<file path="config.mk">
export PLATFORM = sky130hd
export DESIGN_NAME = uprogram_sequencer
export DESIGN_NICKNAME = d
export VERILOG_FILES = /design/src/rtl/uprogram_sequencer_pkg.sv /design/src/rtl/uprogram_sequencer_retire_counter.sv /design/src/rtl/uprogram_sequencer.sv
export SDC_FILE = /design/constraint.sdc
export NUM_CORES = 1
export LEC_CHECK = 0
export ABC_CLOCK_PERIOD_IN_PS = 3600
export BUFFER_PORTS_ARGS = -buffer_cell sky130_fd_sc_hd__buf_2
export CORE_MARGIN = 5
export CORE_UTILIZATION = 47
export CTS_CLUSTER_SIZE = 28
export DETAILED_ROUTE_END_ITERATION = 10
export PLACE_DENSITY = 0.95
export SYNTH_ARGS = -nofsm -noshare
export SYNTH_HDL_FRONTEND = slang
export SYNTH_SLANG_ARGS = --single-unit
</file>
<file path="constraint.sdc">
create_clock -name clk -period 3.6 [get_ports clk]
set_input_delay 0.36 -clock clk [delete_from_list [all_inputs] [get_ports clk]]
set_output_delay 0.36 -clock clk [all_outputs]
set_load 0.02 [all_outputs]
</file>
<file path="src/rtl/uprogram_sequencer_pkg.sv">
// Shared microsequencer definitions: word size, microstate width and the STATE_* encodings
// that the microprogram ROM and the sequencer agree on.
package uprogram_sequencer_pkg;

  localparam int unsigned WORD_SIZE = 16;
  localparam int unsigned STATE_W   = 5;

  localparam logic [STATE_W-1:0] STATE_C1       = 5'd0;
  localparam logic [STATE_W-1:0] STATE_C2       = 5'd1;
  localparam logic [STATE_W-1:0] STATE_ADI1     = 5'd2;
  localparam logic [STATE_W-1:0] STATE_WRITE_RT = 5'd3;
  localparam logic [STATE_W-1:0] STATE_LW1      = 5'd4;
  localparam logic [STATE_W-1:0] STATE_LW2      = 5'd5;
  localparam logic [STATE_W-1:0] STATE_LW3      = 5'd6;
  localparam logic [STATE_W-1:0] STATE_SW1      = 5'd7;
  localparam logic [STATE_W-1:0] STATE_SW2      = 5'd8;
  localparam logic [STATE_W-1:0] STATE_HLT1     = 5'd9;

  // Architectural write enables that must never fire during a stall or after halt
  typedef struct packed {
    logic ir_write;
    logic pc_write;
    logic pc_write_cond;
    logic reg_write;
    logic output_port_write;
  } arch_we_t;

  function automatic arch_we_t qualify_we(input arch_we_t we, input logic en);
    return en ? we : '0;
  endfunction

endpackage

</file>
<file path="src/rtl/uprogram_sequencer_retire_counter.sv">
// Retired-instruction counter: COUNT_W-bit enable counter, wraps modulo 2^COUNT_W.
module uprogram_sequencer_retire_counter #(
  parameter int unsigned COUNT_W = 16
) (
  input  logic               clk,
  input  logic               rst,
  input  logic               en,
  output logic [COUNT_W-1:0] count
);

  logic [COUNT_W-1:0] count_q;
  logic [COUNT_W-1:0] count_d;

  always_comb begin
    count_d = count_q;
    if (en) begin
      count_d = count_q + COUNT_W'(1);
    end
  end

  always_ff @(posedge clk or posedge rst) begin
    if (rst) begin
      count_q <= '0;
    end else begin
      count_q <= count_d;
    end
  end

  assign count = count_q;

endmodule

</file>
<file path="src/rtl/uprogram_sequencer.sv">
// Microsequencer state register for the multicycle control path: stalls on slow memory,
// gates write strobes, latches halt, counts retirements. Optional memory timeout: SEQ_MEM_TIMEOUT_EN.
module uprogram_sequencer
  import uprogram_sequencer_pkg::*;
#(
  parameter int unsigned COUNT_W = 16
`ifdef SEQ_MEM_TIMEOUT_EN
  , parameter int unsigned MEM_TIMEOUT = 15
`endif
) (
  input  logic                 clk,
  input  logic                 reset,
  input  logic [WORD_SIZE-1:0] nextstate,
  input  logic                 rom_ir_write,
  input  logic                 rom_pc_write,
  input  logic                 rom_pc_write_cond,
  input  logic                 rom_reg_write,
  input  logic                 rom_mem_read,
  input  logic                 rom_mem_write,
  input  logic                 rom_output_port_write,
  input  logic                 mem_ready,
  output logic [STATE_W-1:0]   state,
  output logic                 ir_write,
  output logic                 pc_write,
  output logic                 pc_write_cond,
  output logic                 reg_write,
  output logic                 output_port_write,
  output logic                 mem_req,
  output logic                 advance,
  output logic                 stall,
  output logic                 commit,
  output logic                 halted,
  output logic [COUNT_W-1:0]   num_inst,
  output logic                 mem_error
);

  logic [STATE_W-1:0] state_q;
  logic [STATE_W-1:0] state_d;
  logic               halted_q;
  logic               halted_d;
  logic               in_hlt1;
  logic               timeout_c;
  arch_we_t           rom_we;
  arch_we_t           qual_we;

  assign in_hlt1 = (state_q == STATE_HLT1);

  // Memory handshake: the request is unqualified so it stays stable across the stall
  assign mem_req = rom_ir_write | rom_mem_read | rom_mem_write;
  assign stall   = !halted_q && mem_req && !mem_ready;
  assign advance = !halted_q && !stall;

  // C2 is never C1, so exactly one retirement per instruction, HLT included
  assign commit = advance && (state_q != STATE_C1) &&
                  ((nextstate == WORD_SIZE'(STATE_C1)) || in_hlt1);

  assign rom_we = '{
    ir_write:          rom_ir_write,
    pc_write:          rom_pc_write,
    pc_write_cond:     rom_pc_write_cond,
    reg_write:         rom_reg_write,
    output_port_write: rom_output_port_write
  };
  assign qual_we = qualify_we(rom_we, advance);

  assign ir_write          = qual_we.ir_write;
  assign pc_write          = qual_we.pc_write;
  assign pc_write_cond     = qual_we.pc_write_cond;
  assign reg_write         = qual_we.reg_write;
  assign output_port_write = qual_we.output_port_write;

  // HLT1 parks the sequencer instead of following the ROM back to fetch
  always_comb begin
    state_d  = state_q;
    halted_d = halted_q;
    if (advance) begin
      if (in_hlt1) begin
        halted_d = 1'b1;
      end else begin
        state_d = nextstate[STATE_W-1:0];
      end
    end
    if (timeout_c) begin
      halted_d = 1'b1;
    end
  end

  always_ff @(posedge clk or posedge reset) begin
    if (reset) begin
      state_q  <= STATE_C1;
      halted_q <= 1'b0;
    end else begin
      state_q  <= state_d;
      halted_q <= halted_d;
    end
  end

  assign state  = state_q;
  assign halted = halted_q;

`ifdef SEQ_MEM_TIMEOUT_EN
  localparam int unsigned WAIT_W = (MEM_TIMEOUT == 0) ? 1 : $clog2(MEM_TIMEOUT + 1);

  logic [WAIT_W-1:0] wait_q;
  logic [WAIT_W-1:0] wait_d;
  logic              mem_error_q;
  logic              mem_error_d;

  assign timeout_c = stall && (wait_q == WAIT_W'(MEM_TIMEOUT));

  // Stall-cycle counter; timeout is sticky until reset
  always_comb begin
    wait_d      = wait_q;
    mem_error_d = mem_error_q;
    if (advance) begin
      wait_d = '0;
    end else if (stall) begin
      wait_d = wait_q + WAIT_W'(1);
    end
    if (timeout_c) begin
      mem_error_d = 1'b1;
    end
  end

  always_ff @(posedge clk or posedge reset) begin
    if (reset) begin
      wait_q      <= '0;
      mem_error_q <= 1'b0;
    end else begin
      wait_q      <= wait_d;
      mem_error_q <= mem_error_d;
    end
  end

  assign mem_error = mem_error_q;
`else
  assign timeout_c = 1'b0;
  assign mem_error = 1'b0;
`endif

  uprogram_sequencer_retire_counter #(
    .COUNT_W (COUNT_W)
  ) u_retire_counter (
    .clk   (clk),
    .rst   (reset),
    .en    (commit),
    .count (num_inst)
  );

endmodule
</file>
==> results.tsv, run 1 <==
stage	metric	value	unit
run_status	outcome	finished clean	
setup_path	critPathMaxStageDelay	850	ps
timing	tns	0	ps
synthesis	synth_compound_area_frac	0.0320	
synthesis	synthXorXnorAreaFrac	0.120	
detailed_routing	vias_per_cell	5.13	
pwr	combPwrFrac	0.328	
setup_path	crit_arrival	2280	ps
detailed_routing	wl_per_cell	13.7	um
floorplan	core	0.00221	mm^2
timing	worst_pin_slew	920	ps
detailed_routing	remaining_drc_errors	0	
synthesis	synth_cells	96	
synthesis	synthAdderAreaFrac	0.0114	
pwr	pwr-share-clk	0.240	
timing	finalClockSkew	11.4	ps
global_route	grt_start_max_net_pins	23	
global_route	grt_pass1_vias	885	
setup_path	cpLargestDelayFamily	compound AO/OA/AOI/OAI gates	
pwr	internal_power	513	uW
hold_path	hp-class	in -> async	
setup_path	crit_required	3240	ps
setup_path	worstPathCellList	nor3_1, nand3_1, a2111oi_4, buf_2	
placed_design	routabilityCongestion	0.856	
clock_network	cts.sinks	22	
cells_and_area	n_antenna_cell	0	
pwr	irDropWorstVdd	370	uV
job	cap_violations	0	
timing	rsz0062_at_grt	false	
floorplan	fp-row-count	17	
synthesis	synth_area	0.00110	mm^2
setup_path	crit_type	reg -> out	
setup_path	r2r_slack	1420	ps
cells_and_area	layout_common_cells	buf_2, dfrtp_1, xnor2_1	
cells_and_area	nets	181	
timing	finalSetupViolations	0	
detailed_routing	drtIter0Drc	41	
global_route	grt-ovfl-total	0	
synthesis	ys_seq_elements	22	
clock_network	cts_max_level	1	
global_route	grt_antenna_before_repair	0	
synthesis	synth-simple-area-share	0.239	
setup_path	cp_max_fo	17	
synthesis	synth_edf_count	0	
pwr	swShare	0.352	
synthesis	ys_seq_area_frac	0.502	
floorplan	die_y	58.3	um
pwr	power_leakage	0.711	nW
clock_network	cts_tree	yes	
floorplan	initial_core_util	0.495	
clock_network	path_clk_slew	130	ps
cells_and_area	final_common_cell	buf_2	
timing	period_needed	2640	ps
timing	hold_slack	165	ps
global_route	grt_pass1_wl	3840	um
placed_design	portBuffers	56	
detailed_routing	vias	929	
clock_network	cts_buffer_depth	2	
detailed_routing	ant_nets	0	
setup_path	critPathLaunchType	flop	
synthesis	synth.avg_cell_area	11.4	um^2
floorplan	ioPinCount	58	
clock_network	cts_hold_buffers	0	
synthesis	synthMuxAreaShare	0.0616	
setup_path	critPathBufInv	1	
synthesis	synthArstFlopShare	1.00	
clock_network	cts_setup_buffers	0	
setup_path	slowest_stage	a2111oi_4	
detailed_routing	drt-total-wl	2470	um
timing	finalCritPeriodShare	0.734	
detailed_routing	dr.pass1.iters	4	
timing	drv_slew	0	
pwr	power.net_switching	279	uW
setup_path	endpoint_kind	primary output	
clock_network	clk_latency	320	ps
cells_and_area	drive_gt1_frac	0.464	
clock_network	cts-resized-gates	0	
synthesis	synth_top_family_by_area	simple AND/OR/NAND/NOR gates	
synthesis	ys.flop_type	dfrtp_1	
timing	timing_hold_violations_final	0	
placed_design	dp_hpwl	2020	um
timing	timing.fmax	378	MHz
timing	slew_headroom	0.386	
floorplan	die_area	0.00340	mm^2
cells_and_area	syn_to_final_growth	31.5	%
clock_network	cts_inserted_buffers	3	
synthesis	synth.yosys.warnings	0	
floorplan	dieWidth	58.3	um
clock_network	cts-root-buf	clkbuf_4	
synthesis	ys_types	22	
global_route	grt_usage	0.144	
pwr	seq_power_share	0.432	
pwr	p_per_area	550	mW/mm^2
synthesis	synth_nets	123	
==> area by class of cell <==
type                       instances  area [um^2]
fill                             178          771
tap                               28         35.0
multi-input combinational         68          512
sequential                        22          551
clock inverter                     1         30.0
clock buffer                       3         22.5
timing repair buffer              56          280
inverter                           3         11.3
==> stage by stage <==
step / total power, mW / setup WS (ps) / util / std cells / area [um^2]
6_report: 0.793 / 957 / 0.652 / 181 / 1440
2_1_floorplan: 0.512 / 1570 / - / 96 / 1100
3_5_place_dp: 0.613 / 1110 / 0.628 / 177 / 1390
3_3_place_gp: 0.600 / 1200 / 0.628 / 177 / 1390
4_1_cts: 0.799 / 959 / 0.652 / 181 / 1440
5_1_grt: 0.834 / 790 / 0.652 / 181 / 1440
==> cells by family after synthesis <==
group / count (synthesis)
buffers and inverters: 6
AO/OA/AOI/OAI: 2
flip-flops: 22
AND/OR/NAND/NOR: 43
other: 1
adder cells (fa/ha/maj): 1
XOR/XNOR: 15
multiplexers: 6
==> worst paths after layout <==
| kind | from | end | depth (start not counted) |
|---|---|---|---|
| min reg2reg | u_retire_counter.count[15] | u_retire_counter.count[15] | 1 |
| max in group asynchronous | reset | u_retire_counter.count[1] | 2 |
| min | reset | u_retire_counter.count[0] | 2 |
| min in group clk | nextstate[2] | state[2] | 2 |
| max | state[4] | commit | 4 |
| max reg2reg | state[4] | u_retire_counter.count[1] | 4 |
==> cell usage after synthesis (3+ instances only) <==
library cell,count,area share
nor2_1,5,0.017
and3_1,3,0.017
nand3_1,8,0.037
mux2_2,6,0.062
nand2_1,4,0.014
nand4_1,7,0.040
dfrtp_1,22,0.50
inv_1,3,0.010
xnor2_1,14,0.11
nor3_1,3,0.014
nor4_2,4,0.046
and2_1,7,0.040
==> sequential cells by signal, indices dropped and copies added, names as in the netlist <==
signal	count
u_retire_counter.count	16
halted	1
state	5
==> metal layers <==
layer / routed length [um] / track usage
met4: 25 / 0.0497
met3: 307 / 0.0439
met2: 1160 / 0.258
met1: 983 / 0.161
met5: 0 / 0
==> worst register-to-register path, cell delays in order, from the launching register on <==
cell and delay [ps]:
dfrtp_1 410, nor3_1 230, nand3_1 190, a2111oi_4 850, mux2_2 420
==> power by group through the flow <==
| stage | Clock, mW | Sequential, mW | Combinational, mW |
|---|---|---|---|
| CTS | 0.191 | 0.342 | 0.265 |
| finish | 0.190 | 0.343 | 0.260 |
| detailed placement | 0 | 0.347 | 0.265 |
| global route | 0.201 | 0.351 | 0.282 |
| floorplan | 0 | 0.399 | 0.113 |
| global placement | 0 | 0.342 | 0.258 |
Power figures use the tool's default switching activity.
==> inputs of run 2 (changes only) <==
- ABC_CLOCK_PERIOD_IN_PS: 3600 -> 2190
- CORE_UTILIZATION: 47 -> 39
- PLACE_DENSITY: 0.95 -> 0.86
- clock period: 3.6 -> 2.19 ns (I/O delays scaled with it)
==> run 2 against run 1 <==
Net effect:
- flip-flop and latch count did not move
- power rose by 57%
- core utilization fell by 12 points
- critical endpoint unchanged
- highest routed layer unchanged
==> results.tsv, run 2 (synthesis results as in run 1) <==
stage	metric	value	unit	change
setup_path	crit_type	reg -> out		
clock_network	cts_buffer_depth	2		unchanged
placed_design	dp.cells	182		+2.8%
setup_path	worstPathCellList	nor3_2, nand3_2, a2111oi_4, buf_6, buf_2		
global_route	grt_pass1_vias	1043		+18%
timing	finalClockSkew	5.57	ps	-5.82 ps
global_route	grt-ovfl-total	0		unchanged
setup_path	worstSetupStartpoint	state[4]		
setup_path	critPathMaxStageDelay	420	ps	-430 ps
timing	rsz0062_at_grt	false		
clock_network	cts-root-buf	clkbuf_4		
run_status	outcome	finished clean		
placed_design	routabilityCongestion	0.885		+3.3%
timing	worst_pin_slew	800	ps	-120 ps
setup_path	crit_required	1970	ps	-1270 ps
setup_path	r2r_start	state[4]		
hold_path	hp-class	in -> async		
timing	timing_hold_violations_final	0		unchanged
global_route	grt_antenna_before_repair	0		unchanged
detailed_routing	vias	974		+4.8%
pwr	internal_power	774	uW	+51%
setup_path	cp_max_fo	17		unchanged
clock_network	cts_inserted_buffers	3		unchanged
pwr	p_per_area	850	mW/mm^2	+55%
clock_network	clk_latency	310	ps	about the same
setup_path	endpoint	commit		
cells_and_area	instances_no_fill	187		+3.3%
global_route	grt_usage	0.144		+0.000188
timing	period_needed	2060	ps	
pwr	seq_power_share	0.462		+0.030
floorplan	dieWidth	63.0	um	+8.1%
setup_path	slowest_stage	dfrtp_1		
placed_design	dp_hpwl	2260	um	+12%
floorplan	die_y	63.0	um	+8.1%
cells_and_area	drive_gt1_frac	0.487		+0.0231
job	cap_violations	0		unchanged
clock_network	path_clk_slew	120	ps	about the same
clock_network	cts_hold_buffers	0		unchanged
setup_path	crit_arrival	1840	ps	-440 ps
floorplan	die_area	0.00397	mm^2	+17%
setup_path	critPathBufInv	2		+1
detailed_routing	drt-total-wl	2760	um	+12%
setup_path	timing.rr.end	u_retire_counter.count[1]		
cells_and_area	layout_common_cells	buf_2, dfrtp_1, xnor2_1		
floorplan	ioPinCount	58		unchanged
timing	slew_headroom	0.466		+0.0796
pwr	finalPower	1.25	mW	+57%
timing	finalSetupViolations	0		unchanged
floorplan	fp-row-count	19		+2
detailed_routing	ant_nets	0		unchanged
timing	drv_slew	0		unchanged
setup_path	crit_cells	5		+1
clock_network	cts_tree	yes		
cells_and_area	n_antenna_cell	0		unchanged
floorplan	initial_core_util	0.401		-0.0946
timing	timing.fmax	485	MHz	
placed_design	portBuffers	56		unchanged
timing	finalCritPeriodShare	0.941		
cells_and_area	fillCellCount	246		+38%
floorplan	core	0.00273	mm^2	+24%
global_route	grt_start_max_net_pins	23		unchanged
detailed_routing	vias_per_cell	5.21		+1.5%
detailed_routing	drtIter0Drc	6		-85%
pwr	power.net_switching	471	uW	+69%
cells_and_area	syn_to_final_growth	33.7	%	
pwr	power_leakage	0.721	nW	+1.4%
setup_path	r2r_slack	390	ps	-1030 ps
pwr	swShare	0.378		+0.0260
setup_path	endpoint_kind	primary output		
clock_network	cts.sinks	22		unchanged
timing	tns	0	ps	unchanged
detailed_routing	remaining_drc_errors	0		unchanged
pwr	combPwrFrac	0.362		+0.034
global_route	grt_pass1_wl	4730	um	+23%
cells_and_area	nets	184		+1.7%
cells_and_area	final_common_cell	buf_2		
detailed_routing	wl_per_cell	14.8	um	+8.0%
setup_path	critPathLaunchType	flop		
pwr	pwr-share-clk	0.176		-0.064
timing	hold_slack	40.2	ps	-125 ps
setup_path	cpLargestDelayFamily	flip-flops		
setup_path	reg2regPathDepth	5		+1
clock_network	cts_max_level	1		unchanged
cells_and_area	largest_register_ffs	16		unchanged
detailed_routing	dr.pass1.iters	3		-1
pwr	irDropWorstVdd	599	uV	+62%
cells_and_area	utilization	0.536		-0.116
==> run 2: power by group through the flow <==
stage                     combinational [mW]  clock [mW]  sequential [mW]
after floorplan                        0.186           0            0.655
after global placement                 0.435           0            0.564
after detailed placement               0.448           0            0.578
after CTS                              0.450       0.223            0.569
after global routing                   0.489       0.240            0.591
final                                  0.450       0.220            0.575
==> run 2: area by class of cell <==
| cell class | count | area (um^2) | share of cell area |
|---|---|---|---|
| inverters | 3 | 11.3 | 0.00769 |
| repair buffers | 59 | 307 | 0.209 |
| well taps | 31 | 38.8 | 0.0265 |
| clock buffers | 4 | 36.3 | 0.0248 |
| multi-input cells | 68 | 522 | 0.356 |
| flip-flops and latches | 22 | 551 | 0.376 |
==> run 2: worst min path at each step <==
stage / endpoint / slack (ps) / cells after the start
floorplan: halted / 210 / 1
global placement: halted / 390 / 2
detailed placement: halted / 410 / 2
CTS: halted / 70 / 2
global route: u_retire_counter.count[14] / 130 / 2
finish: u_retire_counter.count[14] / 40 / 2
==> run 2: per-stage QoR <==
step	setup slack, ps	cell area (um^2)
after floorplan	296	1100
after CTS	18.8	1450
after detailed placement	258	1410
final	128	1470
after global placement	357	1410
after global routing	17.6	1470
==> run 2: per-layer routing <==
layer  global-route usage  up-vias  wire, um
met5                    0        -         0
met4               0.0637        0        52
met3               0.0540        5       327
met2                0.263       49      1430
met1                0.143      467       954
li1                     -      453         -
==> run 2: worst register-to-register path, stage by stage, from the launching register on <==
cell and delay, ps:
dfrtp_1 420, nor3_2 240, nand3_2 150, a2111oi_4 330, buf_6 220, mux2_2 350
==> run 2: what timing repair did <==
action | 4_1_cts | 5_1_grt
setup endpoints to repair | 1 | 1
endpoints found under the hold margin | 0 | 0
gates resized for setup | 1 | 2
pin swaps | 0 | 1
buffers inserted | 0 | 1
